==> config.mk <==
export PLATFORM = sky130hd
export DESIGN_NAME = fft_frame_sched_flat
export DESIGN_NICKNAME = d
export VERILOG_FILES = /design/src/rtl/fft_frame_sched_if.sv /design/src/rtl/fft_frame_sched.sv /design/src/flat_wrapper.sv
export SDC_FILE = /design/constraint.sdc
export NUM_CORES = 1
export LEC_CHECK = 0
export ABC_CLOCK_PERIOD_IN_PS = 2400
export CELL_PAD_IN_SITES_DETAIL_PLACEMENT = 2
export CELL_PAD_IN_SITES_GLOBAL_PLACEMENT = 2
export CORE_MARGIN = 3
export CORE_UTILIZATION = 30
export DETAILED_ROUTE_END_ITERATION = 16
export PLACE_DENSITY = 0.75
export REMOVE_ABC_BUFFERS = 1
export SYNTH_ARGS = -nofsm -noshare
export SYNTH_HDL_FRONTEND = slang
export SYNTH_SLANG_ARGS = --single-unit
==> constraint.sdc <==
create_clock -name clk -period 2.4 [get_ports clk]
set_clock_uncertainty 0.15 [all_clocks]
set_input_delay 0.24 -clock clk [delete_from_list [all_inputs] [get_ports clk]]
set_output_delay 0.24 -clock clk [all_outputs]
set_load 0.1 [all_outputs]
==> src/rtl/fft_frame_sched_if.sv <==
// Control bundle between the FFT frame scheduler and its surroundings
// (UART byte strobe, buffer-RAM controls, FFT core handshake).
interface fft_frame_sched_if #(
    parameter int SIZE = 4
);
    logic            rx_valid;
    logic            wr_en;
    logic            wr_bank;
    logic [SIZE-1:0] wr_addr;
    logic            wr_im;
    logic            drop_o;
    logic [7:0]      overrun_cnt;
    logic [1:0]      bank_full;
    logic            core_ready;
    logic            core_done;
    logic            rd_en;
    logic            rd_bank;
    logic [SIZE-1:0] rd_addr;
    logic [SIZE-1:0] rd_idx;
    logic            sop;
    logic            eop;

    modport master (
        input  rx_valid, core_ready, core_done,
        output wr_en, wr_bank, wr_addr, wr_im, drop_o, overrun_cnt, bank_full,
        output rd_en, rd_bank, rd_addr, rd_idx, sop, eop
    );

    modport slave (
        output rx_valid, core_ready, core_done,
        input  wr_en, wr_bank, wr_addr, wr_im, drop_o, overrun_cnt, bank_full,
        input  rd_en, rd_bank, rd_addr, rd_idx, sop, eop
    );
endinterface

==> src/rtl/fft_frame_sched.sv <==
// Ping-pong frame scheduler: fills two external banks from UART bytes and
// streams each full bank to the FFT core in bit-reversed order.
module fft_frame_sched #(
    parameter int N    = 16,
    parameter int SIZE = 4
) (
    input  logic              clk,
    input  logic              rst,
    fft_frame_sched_if.master bus
);
    typedef enum logic {W_FILL, W_BLOCK} wstate_t;
    typedef enum logic [1:0] {R_IDLE, R_READ, R_WAIT} rstate_t;
    typedef enum logic [1:0] {B_EMPTY, B_FULL, B_READING} bstate_t;

    localparam logic [SIZE:0]   WR_LAST = (SIZE+1)'(2*N-1);
    localparam logic [SIZE-1:0] RD_LAST = SIZE'(N-1);

    wstate_t         wst_q, wst_d;
    logic            wr_bank_q, wr_bank_d;
    logic [SIZE:0]   wr_cnt_q, wr_cnt_d;
    logic [7:0]      ovr_q, ovr_d;
    rstate_t         rdst_q, rdst_d;
    logic            rd_bank_q, rd_bank_d;
    logic [SIZE-1:0] rd_cnt_q, rd_cnt_d;
    bstate_t [1:0]   bank_q, bank_d;

    logic blocked;
    logic other_bank;
    logic rd_release;
    logic other_free;

    function automatic logic [7:0] sat_inc8(input logic [7:0] v);
        return (v == 8'hFF) ? v : v + 8'd1;
    endfunction

    function automatic logic [SIZE-1:0] bit_rev(input logic [SIZE-1:0] v);
        logic [SIZE-1:0] r;
        for (int i = 0; i < SIZE; i++) r[i] = v[SIZE-1-i];
        return r;
    endfunction

    // The writer may switch banks on the same edge that releases the other
    // bank, so the byte right after the eop cycle lands in the freed bank.
    always_comb begin
        blocked    = (wst_q == W_BLOCK);
        other_bank = ~wr_bank_q;
        rd_release = (rdst_q == R_READ) && (rd_cnt_q == RD_LAST);
        other_free = (bank_q[other_bank] == B_EMPTY) ||
                     (rd_release && (rd_bank_q == other_bank));
    end

    always_comb begin
        wst_d     = wst_q;
        wr_bank_d = wr_bank_q;
        wr_cnt_d  = wr_cnt_q;
        ovr_d     = ovr_q;
        rdst_d    = rdst_q;
        rd_bank_d = rd_bank_q;
        rd_cnt_d  = rd_cnt_q;
        bank_d[0] = bank_q[0];
        bank_d[1] = bank_q[1];

        case (rdst_q)
            R_IDLE: begin
                if ((bank_q[rd_bank_q] == B_FULL) && bus.core_ready) begin
                    bank_d[rd_bank_q] = B_READING;
                    rd_cnt_d          = '0;
                    rdst_d            = R_READ;
                end
            end
            R_READ: begin
                rd_cnt_d = rd_cnt_q + SIZE'(1);
                if (rd_release) begin
                    bank_d[rd_bank_q] = B_EMPTY;
                    rd_bank_d         = ~rd_bank_q;
                    rdst_d            = R_WAIT;
                end
            end
            R_WAIT: begin
                if (bus.core_done) rdst_d = R_IDLE;
            end
            default: rdst_d = R_IDLE;
        endcase

        // Reader only ever touches a FULL/READING bank, the writer only the
        // bank it is filling, so the two updates never collide.
        case (wst_q)
            W_FILL: begin
                if (bus.rx_valid) begin
                    if (wr_cnt_q == WR_LAST) begin
                        bank_d[wr_bank_q] = B_FULL;
                        wr_cnt_d          = '0;
                        if (other_free) wr_bank_d = other_bank;
                        else            wst_d     = W_BLOCK;
                    end else begin
                        wr_cnt_d = wr_cnt_q + (SIZE+1)'(1);
                    end
                end
            end
            W_BLOCK: begin
                if (bus.rx_valid) ovr_d = sat_inc8(ovr_q);
                if (other_free) begin
                    wst_d     = W_FILL;
                    wr_bank_d = other_bank;
                end
            end
            default: wst_d = W_FILL;
        endcase
    end

    always_ff @(posedge clk or posedge rst) begin
        if (rst) begin
            wst_q     <= W_FILL;
            wr_bank_q <= 1'b0;
            wr_cnt_q  <= '0;
            ovr_q     <= '0;
            rdst_q    <= R_IDLE;
            rd_bank_q <= 1'b0;
            rd_cnt_q  <= '0;
            bank_q[0] <= B_EMPTY;
            bank_q[1] <= B_EMPTY;
        end else begin
            wst_q     <= wst_d;
            wr_bank_q <= wr_bank_d;
            wr_cnt_q  <= wr_cnt_d;
            ovr_q     <= ovr_d;
            rdst_q    <= rdst_d;
            rd_bank_q <= rd_bank_d;
            rd_cnt_q  <= rd_cnt_d;
            bank_q[0] <= bank_d[0];
            bank_q[1] <= bank_d[1];
        end
    end

    // Write side is the only path with a combinational input (rx_valid).
    assign bus.wr_en       = bus.rx_valid & ~blocked;
    assign bus.drop_o      = bus.rx_valid & blocked;
    assign bus.wr_bank     = wr_bank_q;
    assign bus.wr_addr     = wr_cnt_q[SIZE-1:0];
    assign bus.wr_im       = wr_cnt_q[SIZE];
    assign bus.overrun_cnt = ovr_q;
    assign bus.bank_full   = {bank_q[1] == B_FULL, bank_q[0] == B_FULL};

    assign bus.rd_en   = (rdst_q == R_READ);
    assign bus.rd_bank = rd_bank_q;
    assign bus.rd_addr = bit_rev(rd_cnt_q);
    assign bus.rd_idx  = rd_cnt_q;
    assign bus.sop     = (rdst_q == R_READ) && (rd_cnt_q == '0);
    assign bus.eop     = (rdst_q == R_READ) && (rd_cnt_q == RD_LAST);
endmodule

==> src/flat_wrapper.sv <==
// flat-port wrapper written by rule: the top's interface ports become plain ports
module fft_frame_sched_flat 
#(
    parameter int N    = 16,
    parameter int SIZE = 4
)
  (clk, rst, bus_rx_valid, bus_core_ready, bus_core_done, bus_wr_en, bus_wr_bank, bus_wr_addr, bus_wr_im, bus_drop_o, bus_overrun_cnt, bus_bank_full, bus_rd_en, bus_rd_bank, bus_rd_addr, bus_rd_idx, bus_sop, bus_eop);
  fft_frame_sched_if #(.SIZE(SIZE)) bus_i ();
  input  logic clk;
  input  logic rst;
  input wire logic [$bits(bus_i.rx_valid)-1:0] bus_rx_valid;
  input wire logic [$bits(bus_i.core_ready)-1:0] bus_core_ready;
  input wire logic [$bits(bus_i.core_done)-1:0] bus_core_done;
  output wire logic [$bits(bus_i.wr_en)-1:0] bus_wr_en;
  output wire logic [$bits(bus_i.wr_bank)-1:0] bus_wr_bank;
  output wire logic [$bits(bus_i.wr_addr)-1:0] bus_wr_addr;
  output wire logic [$bits(bus_i.wr_im)-1:0] bus_wr_im;
  output wire logic [$bits(bus_i.drop_o)-1:0] bus_drop_o;
  output wire logic [$bits(bus_i.overrun_cnt)-1:0] bus_overrun_cnt;
  output wire logic [$bits(bus_i.bank_full)-1:0] bus_bank_full;
  output wire logic [$bits(bus_i.rd_en)-1:0] bus_rd_en;
  output wire logic [$bits(bus_i.rd_bank)-1:0] bus_rd_bank;
  output wire logic [$bits(bus_i.rd_addr)-1:0] bus_rd_addr;
  output wire logic [$bits(bus_i.rd_idx)-1:0] bus_rd_idx;
  output wire logic [$bits(bus_i.sop)-1:0] bus_sop;
  output wire logic [$bits(bus_i.eop)-1:0] bus_eop;
  assign bus_i.rx_valid = bus_rx_valid;
  assign bus_i.core_ready = bus_core_ready;
  assign bus_i.core_done = bus_core_done;
  assign bus_wr_en = bus_i.wr_en;
  assign bus_wr_bank = bus_i.wr_bank;
  assign bus_wr_addr = bus_i.wr_addr;
  assign bus_wr_im = bus_i.wr_im;
  assign bus_drop_o = bus_i.drop_o;
  assign bus_overrun_cnt = bus_i.overrun_cnt;
  assign bus_bank_full = bus_i.bank_full;
  assign bus_rd_en = bus_i.rd_en;
  assign bus_rd_bank = bus_i.rd_bank;
  assign bus_rd_addr = bus_i.rd_addr;
  assign bus_rd_idx = bus_i.rd_idx;
  assign bus_sop = bus_i.sop;
  assign bus_eop = bus_i.eop;
  fft_frame_sched #(.N(N), .SIZE(SIZE)) u_core (.clk(clk), .rst(rst), .bus(bus_i));
endmodule
Word level (Yosys, flattened, before mapping)
Cells that the tools add are included.
{ "word_totals": {"ff_bits": 26, "word_cells": 91, "output_inout_bits": 30, "in_bits": 5} }
{ "op_classes": {"add_sub_neg": 3, "muxes": 29, "reduce_logical": 17, "eq_ne": 14, "order_cmp": 5, "bitwise_logic": 14} }
{ "ops": {"columns": ["cell", "count"], "rows": [
  ["$mux W4", 6],
  ["$mux W2", 9],
  ["$pmux W4 S2", 2],
  ["$add A8 B1 Y8 const B", 1],
  ["$eq A2 B1 Y1 const B", 4],
  ["$eq A8 B8 Y1 const B", 1],
  ["$reduce_and A2 Y1", 4],
  ["$logic_and A1 B1 Y1", 6],
  ["$lt A1 B2 Y1 const B", 3],
  ["$mux W1", 6],
  ["$ne A2 B1 Y1 const B", 3],
  ["$pmux W2 S3", 1],
  ["$reduce_and A3 Y1", 2],
  ["$add A5 B1 Y5 const B", 1],
  ["$eq A5 B5 Y1 const B", 1],
  ["$mux W5", 1],
  ["$add A4 B1 Y4 const B", 1],
  ["$and A2 B2 Y2", 2],
  ["$and A4 B4 Y4", 1],
  ["$demux W2 S1", 2],
  ["$eq A4 B4 Y1 const B", 1],
  ["$logic_not A2 Y1", 2],
  ["$logic_not A4 Y1", 1],
  ["$ne A2 B2 Y1 const B", 2],
  ["other kinds (11)", 19]
]} }

Logic depth before layout (Yosys ltp)
{ "depth": {"word_depth": 12, "mapped_depth": 6, "ltp_nobuf": 6} }

Least setup slack after synthesis
Ideal clock, no wire load.
{ "synth_path": {"path_kind": "register -> output", "start": "register u_core.rd_cnt_q[1] (netlist: u_core.bus.rd_idx[1])", "end": "output port bus_sop", "arrival_time_ps": 4138, "n_path_buf": 0, "required_ps": 2010, "stages_incl_launch_ff": 4, "slack_ps": -2128, "path_cell_list": "dfrtp_1 > inv_1 > ha_1 > nor4b_1"} }
{ "synth_between": {"elab_chain_cells": 2} }
{ "synth_rtl": {"columns": ["element", "line_no", "rtl"], "rows": [
  ["from (decl)", "fft_frame_sched.sv:24", "logic [SIZE-1:0] rd_cnt_q, rd_cnt_d;"],
  ["from (signal assigned)", "fft_frame_sched.sv:129", "rd_cnt_q <= rd_cnt_d;"],
  ["$logic_not A4 Y1", "fft_frame_sched.sv:148", "assign bus.sop = (rdst_q == R_READ) && (rd_cnt_q == '0);"],
  ["$logic_and A1 B1 Y1", "fft_frame_sched.sv:148", null],
  ["to (decl)", "flat_wrapper.sv:25", "output wire logic [$bits(bus_i.sop)-1:0] bus_sop;"]
]} }
Every way passes these cells.

Final worst setup path
{ "layout_path": {"start": "register u_core.rdst_q[1]", "end": "output port bus_sop"} }
{ "layout_between": {"elab_chain_cells": 2} }
{ "layout_rtl": {"columns": ["element", "line_no", "rtl"], "rows": [
  ["from (decl)", "fft_frame_sched.sv:22", "rstate_t rdst_q, rdst_d;"],
  ["from (signal assigned)", "fft_frame_sched.sv:127", "rdst_q <= rdst_d;"],
  ["$eq A2 B1 Y1", "fft_frame_sched.sv:148", null],
  ["$logic_and A1 B1 Y1", "fft_frame_sched.sv:148", null]
]} }
Every way passes these cells.

==> flow_summary.json <==
{
  "timing.rr.start": "u_core.wr_cnt_q[0]",
  "port_buffers": 34,
  "gr-total-overflow": 0,
  "std_cell_rows": 24,
  "drt_pre_antenna_iters": 4,
  "grt_usage": 0.154,
  "cp_data_arrival_time_ns": 1.76,
  "yosysSeqAreaShare": 0.448,
  "drv.max_cap_violation_count": 0,
  "cp.required_ns": 2.01,
  "worstMarginPinSlew_ns": 0.545,
  "total_of_hold_buffers_inserted_after_clock_tree_synthesis": 0,
  "floorplan.core_area_sq_um": 4500,
  "placement.cell_area_sq_um": 1820,
  "detail_route.vias_per_cell": 5.47,
  "final_antenna_violating_net_count": 0,
  "totalPowerFinal_uw": 2460,
  "endpoint_kind": "output pin",
  "tritoncts_buffer_count": 3,
  "cts_root_buffer": "clkbuf_8",
  "average_size_of_a_mapped_cell_sq_um": 10.1,
  "wl_per_cell_um": 17.5,
  "postcts_setup_bufs": 0,
  "grt_start_max_net_pins": 27,
  "cts-resized-gates": 0,
  "yosysWarnings": 0,
  "post-route-worst-setup-slack_ns": 0.248,
  "final-max-slew-violation-count": 0,
  "reported_leakage_power_uw": 0.000877,
  "synthCells": 143,
  "fraction_of_registers_with_async_set_or_reset_after_synthesis": 1.00,
  "cts.htree.levels": 1,
  "via_count": 1247,
  "synth-edff-count": 0,
  "post-route-drc-count": 0,
  "detail_route.iter0.violations": 50,
  "outcome": "completed",
  "crit_path_start": "u_core.rdst_q[1]",
  "cts.sinks": 26,
  "synth-seq-cells": 26,
  "initial_core_util": 0.322,
  "worst_ir_drop_vdd_mv": 0.588,
  "pre_cts_slack_ns": 0.322,
  "dominantRegCellSynth": "dfrtp_1",
  "finished_core_util": 0.413,
  "power.density_cell_area_nw_per_um2": 1320,
  "cts-root-to-sink-buffers": 2,
  "final_setup_vio_count": 0,
  "synthesis.area_sq_um": 1450,
  "io_pins": 35,
  "drive_gt1_frac": 0.250,
  "place.gp.congestion": 0.770,
  "hold_viol_final": 0,
  "fmaxAchievable_mhz": 465,
  "cp-start-kind": "flop",
  "number_of_global_route_vias_before_repair": 1316,
  "die_x_um": 75.6,
  "postRouteWirelength_um": 3990,
  "place.detailed.hpwl_um": 3100,
  "rsz_0062_raised_after_global_routing": "no",
  "grt_antenna_before_repair": 0,
  "worst_slew_slack_as_a_fraction_of_its_limit": 0.632,
  "clk_latency_ns": 0.27,
  "totalNegativeSetupSlack_ns": 0,
  "cts.clk_slew.worst_paths_ns": 0.09,
  "chipHeight_um": 75.6,
  "number_of_inserted_filler_cells_in_the_final_layout": 514,
  "finish.net_count": 188,
  "wire_length_of_the_first_global_routing_pass_um": 6730,
  "ratio_of_final_minimum_period_to_clock_period": 0.897,
  "die_area_sq_um": 5710,
  "depth_of_the_worst_register_to_register_path": 6,
  "design_area_sq_um": 1860,
  "finalCriticalPeriod_ns": 2.15,
  "clock_tree_from_tritoncts": "yes",
  "crit_type": "flop to output pin",
  "synth.distinct_cells": 47,
  "antenna_cells": 0,
  "min_path_type": "input port to async pin",
  "worstPathMaxFanout": 8,
  "flow.area_growth_from_synthesis_pct": 28.2
}
critical path, stage by stage, from the launching register on:
cell      delay [ns]
dfrtp_1         0.46
nand2b_1        0.29
nor4b_1         0.50
buf_12          0.24
metrics by stage:
step,instances,hold WS [ns]
CTS,228,0.194
detailed placement,225,0.368
floorplan,137,0.130
finish,228,0.171
global route,228,0.199
global placement,225,0.361
kinds of logic after synthesis:
kind of cell    after synthesis  synth area share
buf+inv                      14            0.0483
mux                           6            0.0440
fa+ha+maj                     5            0.0431
xor+xnor                      3            0.0181
compound gates               35             0.165
simple gates                 54             0.234
flops                        26             0.448
final cells by class:
type,instances,area [sq um],share of cell area
clock buffers,3,41.3,0.0222
inverters,8,30.0,0.0161
multi-input cells,103,731,0.393
flip-flops and latches,26,651,0.350
well taps,52,65.1,0.0350
repair buffers,36,343,0.184
cells in the final DEF, fill, tap and decap left out, types with 5 or more instances in the layout:
| master | count |
|---|---|
| buf_4 | 27 |
| dfrtp_1 | 26 |
| nand2_1 | 10 |
| nor2_1 | 8 |
| nand2b_1 | 6 |
| o21ai_0 | 6 |
| inv_1 | 6 |
| nand3_1 | 5 |
| a21oi_1 | 5 |
| ha_1 | 5 |
| buf_12 | 5 |
cell usage after synthesis, types with 2 or more instances:
master	instances	share of area
o21ai_0	6	0.021
inv_2	2	0.0052
and4_1	2	0.012
mux2_2	2	0.016
a21oi_1	5	0.017
nor3b_1	2	0.010
nor2b_1	3	0.013
a31oi_1	4	0.017
mux2i_1	3	0.021
o21bai_1	2	0.010
a22o_1	2	0.012
dfrtp_1	26	0.45
ha_1	5	0.043
nor2_1	8	0.021
buf_2	2	0.0069
and3_1	3	0.013
inv_1	6	0.016
nor4b_1	2	0.012
nand3_1	5	0.017
o211ai_1	2	0.010
and4b_1	2	0.014
o21ai_1	2	0.0069
nor3_1	2	0.0069
o22ai_1	3	0.013
nand2_1	10	0.026
nand2b_1	6	0.026
buf_4	4	0.021
xnor2_1	3	0.018
power by group:
group / switching [uW] / internal (uW) / total, uW
sequential: 163 / 533 / 696
clock: 140 / 113 / 253
combinational: 1140 / 375 / 1510
total: 1440 / 1020 / 2460
metal layers:
metal	wire length, um	vias to the layer above	GRT usage
met2	2100	18	0.259
li1	-	592	-
met4	48	0	0.0447
met5	0	-	0
met1	1750	633	0.207
met3	84	4	0.0211
path summary, 6_finish.rpt:
check                                                 end  slack, ns
min in group clk                         u_core.rdst_q[1]       0.38
worst max register to register         u_core.bus.wr_bank       0.30
worst min-delay path            u_core.bus.overrun_cnt[4]       0.17
max in group asynchronous                u_core.bank_q[0]       1.66
worst max-delay path                              bus_sop       0.25
worst min register to register  u_core.bus.overrun_cnt[0]       0.38
registers in the layout, indices dropped and copies added, names as in the netlist:
signal and count:
u_core.wr_cnt_q 5, u_core.blocked 1, u_core.bus.rd_bank 1, u_core.bus.wr_bank 1
u_core.bus.overrun_cnt 8, u_core.bank_q 4, u_core.bus.rd_idx 4, u_core.rdst_q 2
Power figures use the tool's default switching activity.
